`config.mk`:
```
export PLATFORM = sky130hd
export DESIGN_NAME = instr_fetch_ctrl
export DESIGN_NICKNAME = d
export VERILOG_FILES = /design/src/rtl/fetch_pkg.sv /design/src/rtl/fetch_fifo.sv /design/src/rtl/instr_fetch_ctrl.sv
export SDC_FILE = /design/constraint.sdc
export NUM_CORES = 1
export LEC_CHECK = 0
export ABC_AREA = 1
export BUFFER_PORTS_ARGS = -buffer_cell sky130_fd_sc_hd__buf_2
export CAP_MARGIN = 0
export CORE_UTILIZATION = 45
export DETAILED_ROUTE_END_ITERATION = 6
export MAX_ROUTING_LAYER = met4
export PLACE_DENSITY = 0.79
export SLEW_MARGIN = 30
export SYNTH_ARGS = -nofsm -noshare
export SYNTH_HDL_FRONTEND = slang
export SYNTH_HIERARCHICAL = 1
export SYNTH_SLANG_ARGS = --single-unit
```
`constraint.sdc`:
```
create_clock -name clk -period 5.8 [get_ports clk]
set_clock_uncertainty 0.15 [all_clocks]
set_input_delay 0.58 -clock clk [delete_from_list [all_inputs] [get_ports clk]]
set_output_delay 0.58 -clock clk [all_outputs]
set_load 0.1 [all_outputs]
```
`src/rtl/fetch_pkg.sv`:
```
// Shared types and default constants for the instruction fetch controller.
package fetch_pkg;

  typedef enum logic [0:0] {
    RUN    = 1'b0,
    HALTED = 1'b1
  } fetch_state_e;

  localparam logic [31:0] DEFAULT_RESET_PC   = 32'h0000_0000;
  localparam logic [31:0] DEFAULT_HALT_INSTR = 32'h0000_0073;

  typedef struct packed {
    logic [31:0] pc;
    logic [31:0] instr;
  } fetch_entry_t;

  function automatic logic [31:0] word_align(input logic [31:0] addr);
    return {addr[31:2], 2'b00};
  endfunction

endpackage

```
`src/rtl/fetch_fifo.sv`:
```
// Prefetch FIFO of {pc, instr} entries; power-of-two depth, synchronous flush,
// accepts a push while full when the head is popped in the same cycle.
module fetch_fifo
  import fetch_pkg::*;
#(
  parameter int DEPTH = 2
) (
  input  logic         clk,
  input  logic         reset,
  input  logic         flush_i,
  input  logic         push_i,
  input  fetch_entry_t push_data_i,
  input  logic         pop_i,
  output fetch_entry_t head_o,
  output logic         full_o,
  output logic         empty_o
);

  localparam int AW = $clog2(DEPTH);
  localparam int CW = AW + 1;

  fetch_entry_t  mem_q [DEPTH];
  logic [AW-1:0] wr_ptr_q;
  logic [AW-1:0] rd_ptr_q;
  logic [CW-1:0] count_q;
  logic          do_push_s;
  logic          do_pop_s;

  assign empty_o   = (count_q == CW'(0));
  assign full_o    = (count_q == CW'(DEPTH));
  assign do_pop_s  = pop_i && !empty_o;
  assign do_push_s = push_i && (!full_o || do_pop_s);
  assign head_o    = mem_q[rd_ptr_q];

  // Pointer and occupancy tracking; flush empties the queue in one cycle.
  always_ff @(posedge clk) begin
    if (reset || flush_i) begin
      wr_ptr_q <= '0;
      rd_ptr_q <= '0;
      count_q  <= '0;
    end else begin
      if (do_push_s) wr_ptr_q <= wr_ptr_q + AW'(1);
      if (do_pop_s)  rd_ptr_q <= rd_ptr_q + AW'(1);
      if (do_push_s && !do_pop_s)      count_q <= count_q + CW'(1);
      else if (do_pop_s && !do_push_s) count_q <= count_q - CW'(1);
    end
  end

  // Entry storage.
  always_ff @(posedge clk) begin
    if (do_push_s && !flush_i && !reset) mem_q[wr_ptr_q] <= push_data_i;
  end

endmodule

```
`src/rtl/instr_fetch_ctrl.sv`:
```
// Instruction fetch controller: PC sequencing, prefetch FIFO, redirect and halt.
// Optional FETCH_PERF_CNT_EN adds perf_fetched / perf_stall counters.
module instr_fetch_ctrl
  import fetch_pkg::*;
#(
  parameter logic [31:0] RESET_PC   = DEFAULT_RESET_PC,
  parameter int          FIFO_DEPTH = 2,
  parameter logic [31:0] HALT_INSTR = DEFAULT_HALT_INSTR
) (
  input  logic        clk,
  input  logic        reset,
  output logic [31:0] imem_addr,
  output logic        imem_reset,
  input  logic [31:0] imem_rdata,
  input  logic        redirect_valid,
  input  logic [31:0] redirect_pc,
  output logic        out_valid,
  input  logic        out_ready,
  output logic [31:0] out_instr,
  output logic [31:0] out_pc,
  output logic        halted
`ifdef FETCH_PERF_CNT_EN
  ,
  output logic [31:0] perf_fetched,
  output logic [31:0] perf_stall
`endif
);

  logic [31:0]  pc_q;
  logic [31:0]  pc_d;
  fetch_state_e state_q;
  fetch_state_e state_d;
  logic         fifo_full_s;
  logic         fifo_empty_s;
  logic         pop_s;
  logic         push_s;
  logic         halt_hit_s;
  fetch_entry_t head_s;
  fetch_entry_t push_data_s;

  // A redirect cancels both ends of the FIFO for the cycle it is seen.
  assign pop_s       = out_valid && out_ready && !redirect_valid;
  assign push_s      = (state_q == RUN) && !redirect_valid && (!fifo_full_s || pop_s);
  assign halt_hit_s  = push_s && (imem_rdata == HALT_INSTR);
  assign push_data_s = '{pc: pc_q, instr: imem_rdata};

  fetch_fifo #(
    .DEPTH(FIFO_DEPTH)
  ) u_fifo (
    .clk        (clk),
    .reset      (reset),
    .flush_i    (redirect_valid),
    .push_i     (push_s),
    .push_data_i(push_data_s),
    .pop_i      (pop_s),
    .head_o     (head_s),
    .full_o     (fifo_full_s),
    .empty_o    (fifo_empty_s)
  );

  // Next PC and fetch state.
  always_comb begin
    pc_d    = pc_q;
    state_d = state_q;
    if (redirect_valid) begin
      pc_d    = word_align(redirect_pc);
      state_d = RUN;
    end else if (halt_hit_s) begin
      state_d = HALTED;
    end else if (push_s) begin
      pc_d = pc_q + 32'd4;
    end else begin
      pc_d = pc_q;
    end
  end

  // PC and state registers.
  always_ff @(posedge clk) begin
    if (reset) begin
      pc_q    <= word_align(RESET_PC);
      state_q <= RUN;
    end else begin
      pc_q    <= pc_d;
      state_q <= state_d;
    end
  end

  assign imem_addr  = pc_q;
  assign imem_reset = reset;
  assign out_valid  = !fifo_empty_s;
  assign out_instr  = fifo_empty_s ? 32'h0000_0000 : head_s.instr;
  assign out_pc     = fifo_empty_s ? 32'h0000_0000 : head_s.pc;
  assign halted     = (state_q == HALTED);

`ifdef FETCH_PERF_CNT_EN
  logic [31:0] perf_fetched_q;
  logic [31:0] perf_stall_q;
  logic        stall_s;

  assign stall_s = (state_q == RUN) && !redirect_valid && fifo_full_s && !pop_s;

  // Free-running event counters, wrapping at 2^32.
  always_ff @(posedge clk) begin
    if (reset) begin
      perf_fetched_q <= 32'd0;
      perf_stall_q   <= 32'd0;
    end else begin
      if (push_s)  perf_fetched_q <= perf_fetched_q + 32'd1;
      if (stall_s) perf_stall_q   <= perf_stall_q + 32'd1;
    end
  end

  assign perf_fetched = perf_fetched_q;
  assign perf_stall   = perf_stall_q;
`endif

endmodule

```
==> metrics.txt <==
Placement Cell Area=9070 µm²; Iter 0 DRT Violations=356; sequential power share=43.4%; CP startpoint kind=flop; Layout Nets=1040; die extent in y=137 µm; clock power share=38.7%; fin crit share=58.5%; Final Hold Vio Count=0; Post-Syn Area=8180 µm²; CP endpoint kind=primary output; drt wl/cell=14.2 µm; fin util=55.4%; CP Max Fanout=37; CTS resizes=0; clock sinks=164; worst setup path class=flop to primary output; cell count after synthesis=811; post-layout minimum cycle time=3.39 ns; I/O Buffers=162; Max Cap Violations=0; post-synth cell types=34; drt first pass iters=6; total core area=17500 µm²; initial antenna violation count=0; Leak Pwr=4.14 nW; pwr dens=321 nW/µm²; Setup Fix Bufs, Post-CTS=0; DR vias=5846; clk slew on worst S/H paths=0.06 ns; die width=137 µm; Gate power share=17.9%; Clock Tree Buf Depth=2; vias in the first global route=5244; Core Rows=48; vias per cell=4.84; maximum vdd drop=0.223 mV; CTS tree=yes; Net Sw Power=0.940 mW; # DRC=0; P_int=2.18 mW; ANT cells=0; Post-DP HPWL=11800 µm; required time at the worst-slack endpoint=5.07 ns; Slew Limit Fails=0; cts bufs inserted=17; clk root buf=clkbuf_16; Starting Density=46.6%; dpl cells=1176; Syn-to-layout area delta=18.8%; H-tree depth=4; RSZ-0062 raised after global routing=no; Fmax achieved=0.295 GHz; layout cells sized above 1=31.0%; Crit path arrival time=2.66 ns; Die Area=18700 µm²; final WL=17100 µm; status=complete, no violations; placer congestion estimate=0.871; count of final setup violators=0; max_slew headroom=45.1%; Syn. warnings=6; worst min path class=primary input to flop; worst-margin pin slew=0.823 ns; worst skew pair latency=0.42 ns; final instance area=9720 µm²; setup tns final=0 ns; global-route wire length before repair=26500 µm; synthesized area per cell=10.1 µm²; cts hold-fix bufs=0; Net Sw Frac=30.1%; GRT Util Overall=19.5%; Post-DRT Antenna Nets=0; post-synthesis register bit count=164; largest net degree at the start of global routing=66; I/O Pins=167; global route overflow=0; sequential area share after synthesis=55.8%; Layout Cells excl Fill=1208
==> logic make-up (layout without fill, tap and decap cells) <==
logic type,after synthesis,after routing,share of synthesized area (%)
simple gates,369,369,18.7
flops,164,164,55.8
buf+inv,147,314,8.69
mux,64,64,11.6
compound gates,60,60,4.48
xor+xnor,4,4,0.429
fa+ha+maj,2,2,0.306
other cells,1,6,0.0459
==> Yosys cell counts <==
library cell / instances / area, µm²
a21oi_1: 15 / 75.1
conb_1: 1 / 3.75
or2_2: 12 / 75.1
nand3_1: 44 / 220
inv_6: 1 / 8.76
a21oi_2: 11 / 96.3
dfxtp_1: 36 / 721
edfxtp_1: 128 / 3840
o21bai_1: 4 / 30.0
inv_1: 112 / 420
xnor2_1: 3 / 26.3
ha_1: 2 / 25.0
o21ai_0: 26 / 130
nor2_1: 150 / 563
a31oi_1: 1 / 6.26
mux2_4: 60 / 901
nand2_2: 12 / 75.1
nand2_1: 143 / 537
inv_2: 1 / 3.75
buf_2: 3 / 15.0
clkbuf_1: 15 / 56.3
a21oi_4: 1 / 16.3
nand4_1: 4 / 25.0
nor2_2: 2 / 12.5
o22ai_1: 2 / 12.5
buf_6: 4 / 45.0
buf_4: 3 / 22.5
nor2_4: 1 / 11.3
buf_1: 1 / 3.75
xor2_1: 1 / 8.76
buf_12: 6 / 120
mux2_2: 4 / 45.0
buf_8: 1 / 15.0
and2_1: 1 / 6.26
==> power groups by stage <==
stage	Sequential (mW)	Combinational, mW	Clock, mW
after floorplan	1.48	0.350	0
after global placement	1.38	0.554	0
after detailed placement	1.38	0.560	0
after CTS	1.35	0.561	1.23
after global routing	1.36	0.591	1.29
final	1.35	0.558	1.21
==> layout by cell type, fill, tap and decap left out, drive strengths merged, types with 26 or more instances in the layout <==
cell	n
nand3	44
nand2	155
mux2	64
a21oi	27
edfxtp	128
dfxtp	36
nor2	153
o21ai	26
inv	114
buf	168
==> critical path, cell delays in order, from the launching register on <==
cell and delay (ns):
dfxtp_4 0.68, buf_4 0.66, mux2_4 0.27, inv_1 0.03, nor2_1 0.14, buf_2 0.46
==> per-layer routing <==
metal	vias up	wire length (µm)	GRT usage [%]
met5	-	0	-
met4	0	243	6.47
met3	24	1280	4.33
met2	216	8190	31.2
met1	2666	7400	24.4
li1	2940	-	-
==> worst paths after layout <==
path,start,to,slack [ns],depth (start not counted)
worst min-delay path,imem_rdata[13],u_fifo/mem_q[1][13]$_DFFE_PP_,0.20,1
worst max register to register,u_fifo/count_q[1]$_SDFFE_PP0P_,u_fifo/mem_q[0][52]$_DFFE_PP_,3.05,11
worst min register to register,u_fifo/rd_ptr_q$_SDFFE_PP0P_,flop,0.37,2
worst max-delay path,flop,out_pc[31],2.41,5
==> layout make-up <==
type / count / area, µm²
fillers: 1487 / 7820
clock buffers: 20 / 437
multi-input cells: 505 / 2940
inverters: 114 / 434
clock inverters: 12 / 204
well taps: 225 / 282
flip-flops and latches: 164 / 4570
repair buffers: 168 / 856
==> stage by stage <==
stage | total power [mW] | worst slack (ns) | hold slack, ns
floorplan | 1.83 | 0.989 | 0.317
global placement | 1.93 | 2.07 | 0.328
detailed placement | 1.94 | 2.02 | 0.356
CTS | 3.15 | 2.34 | 0.190
global route | 3.24 | 2.26 | 0.187
finish | 3.12 | 2.41 | 0.202
==> flip-flops by register name, indices dropped and copies added (netlist names), named ones only <==
register / flops
u_fifo/mem_q: 128
u_fifo/count_q: 2
u_fifo/wr_ptr_q: 1
imem_addr: 30
halted: 1
u_fifo/rd_ptr_q: 1
(Power assumes the default switching activity.)
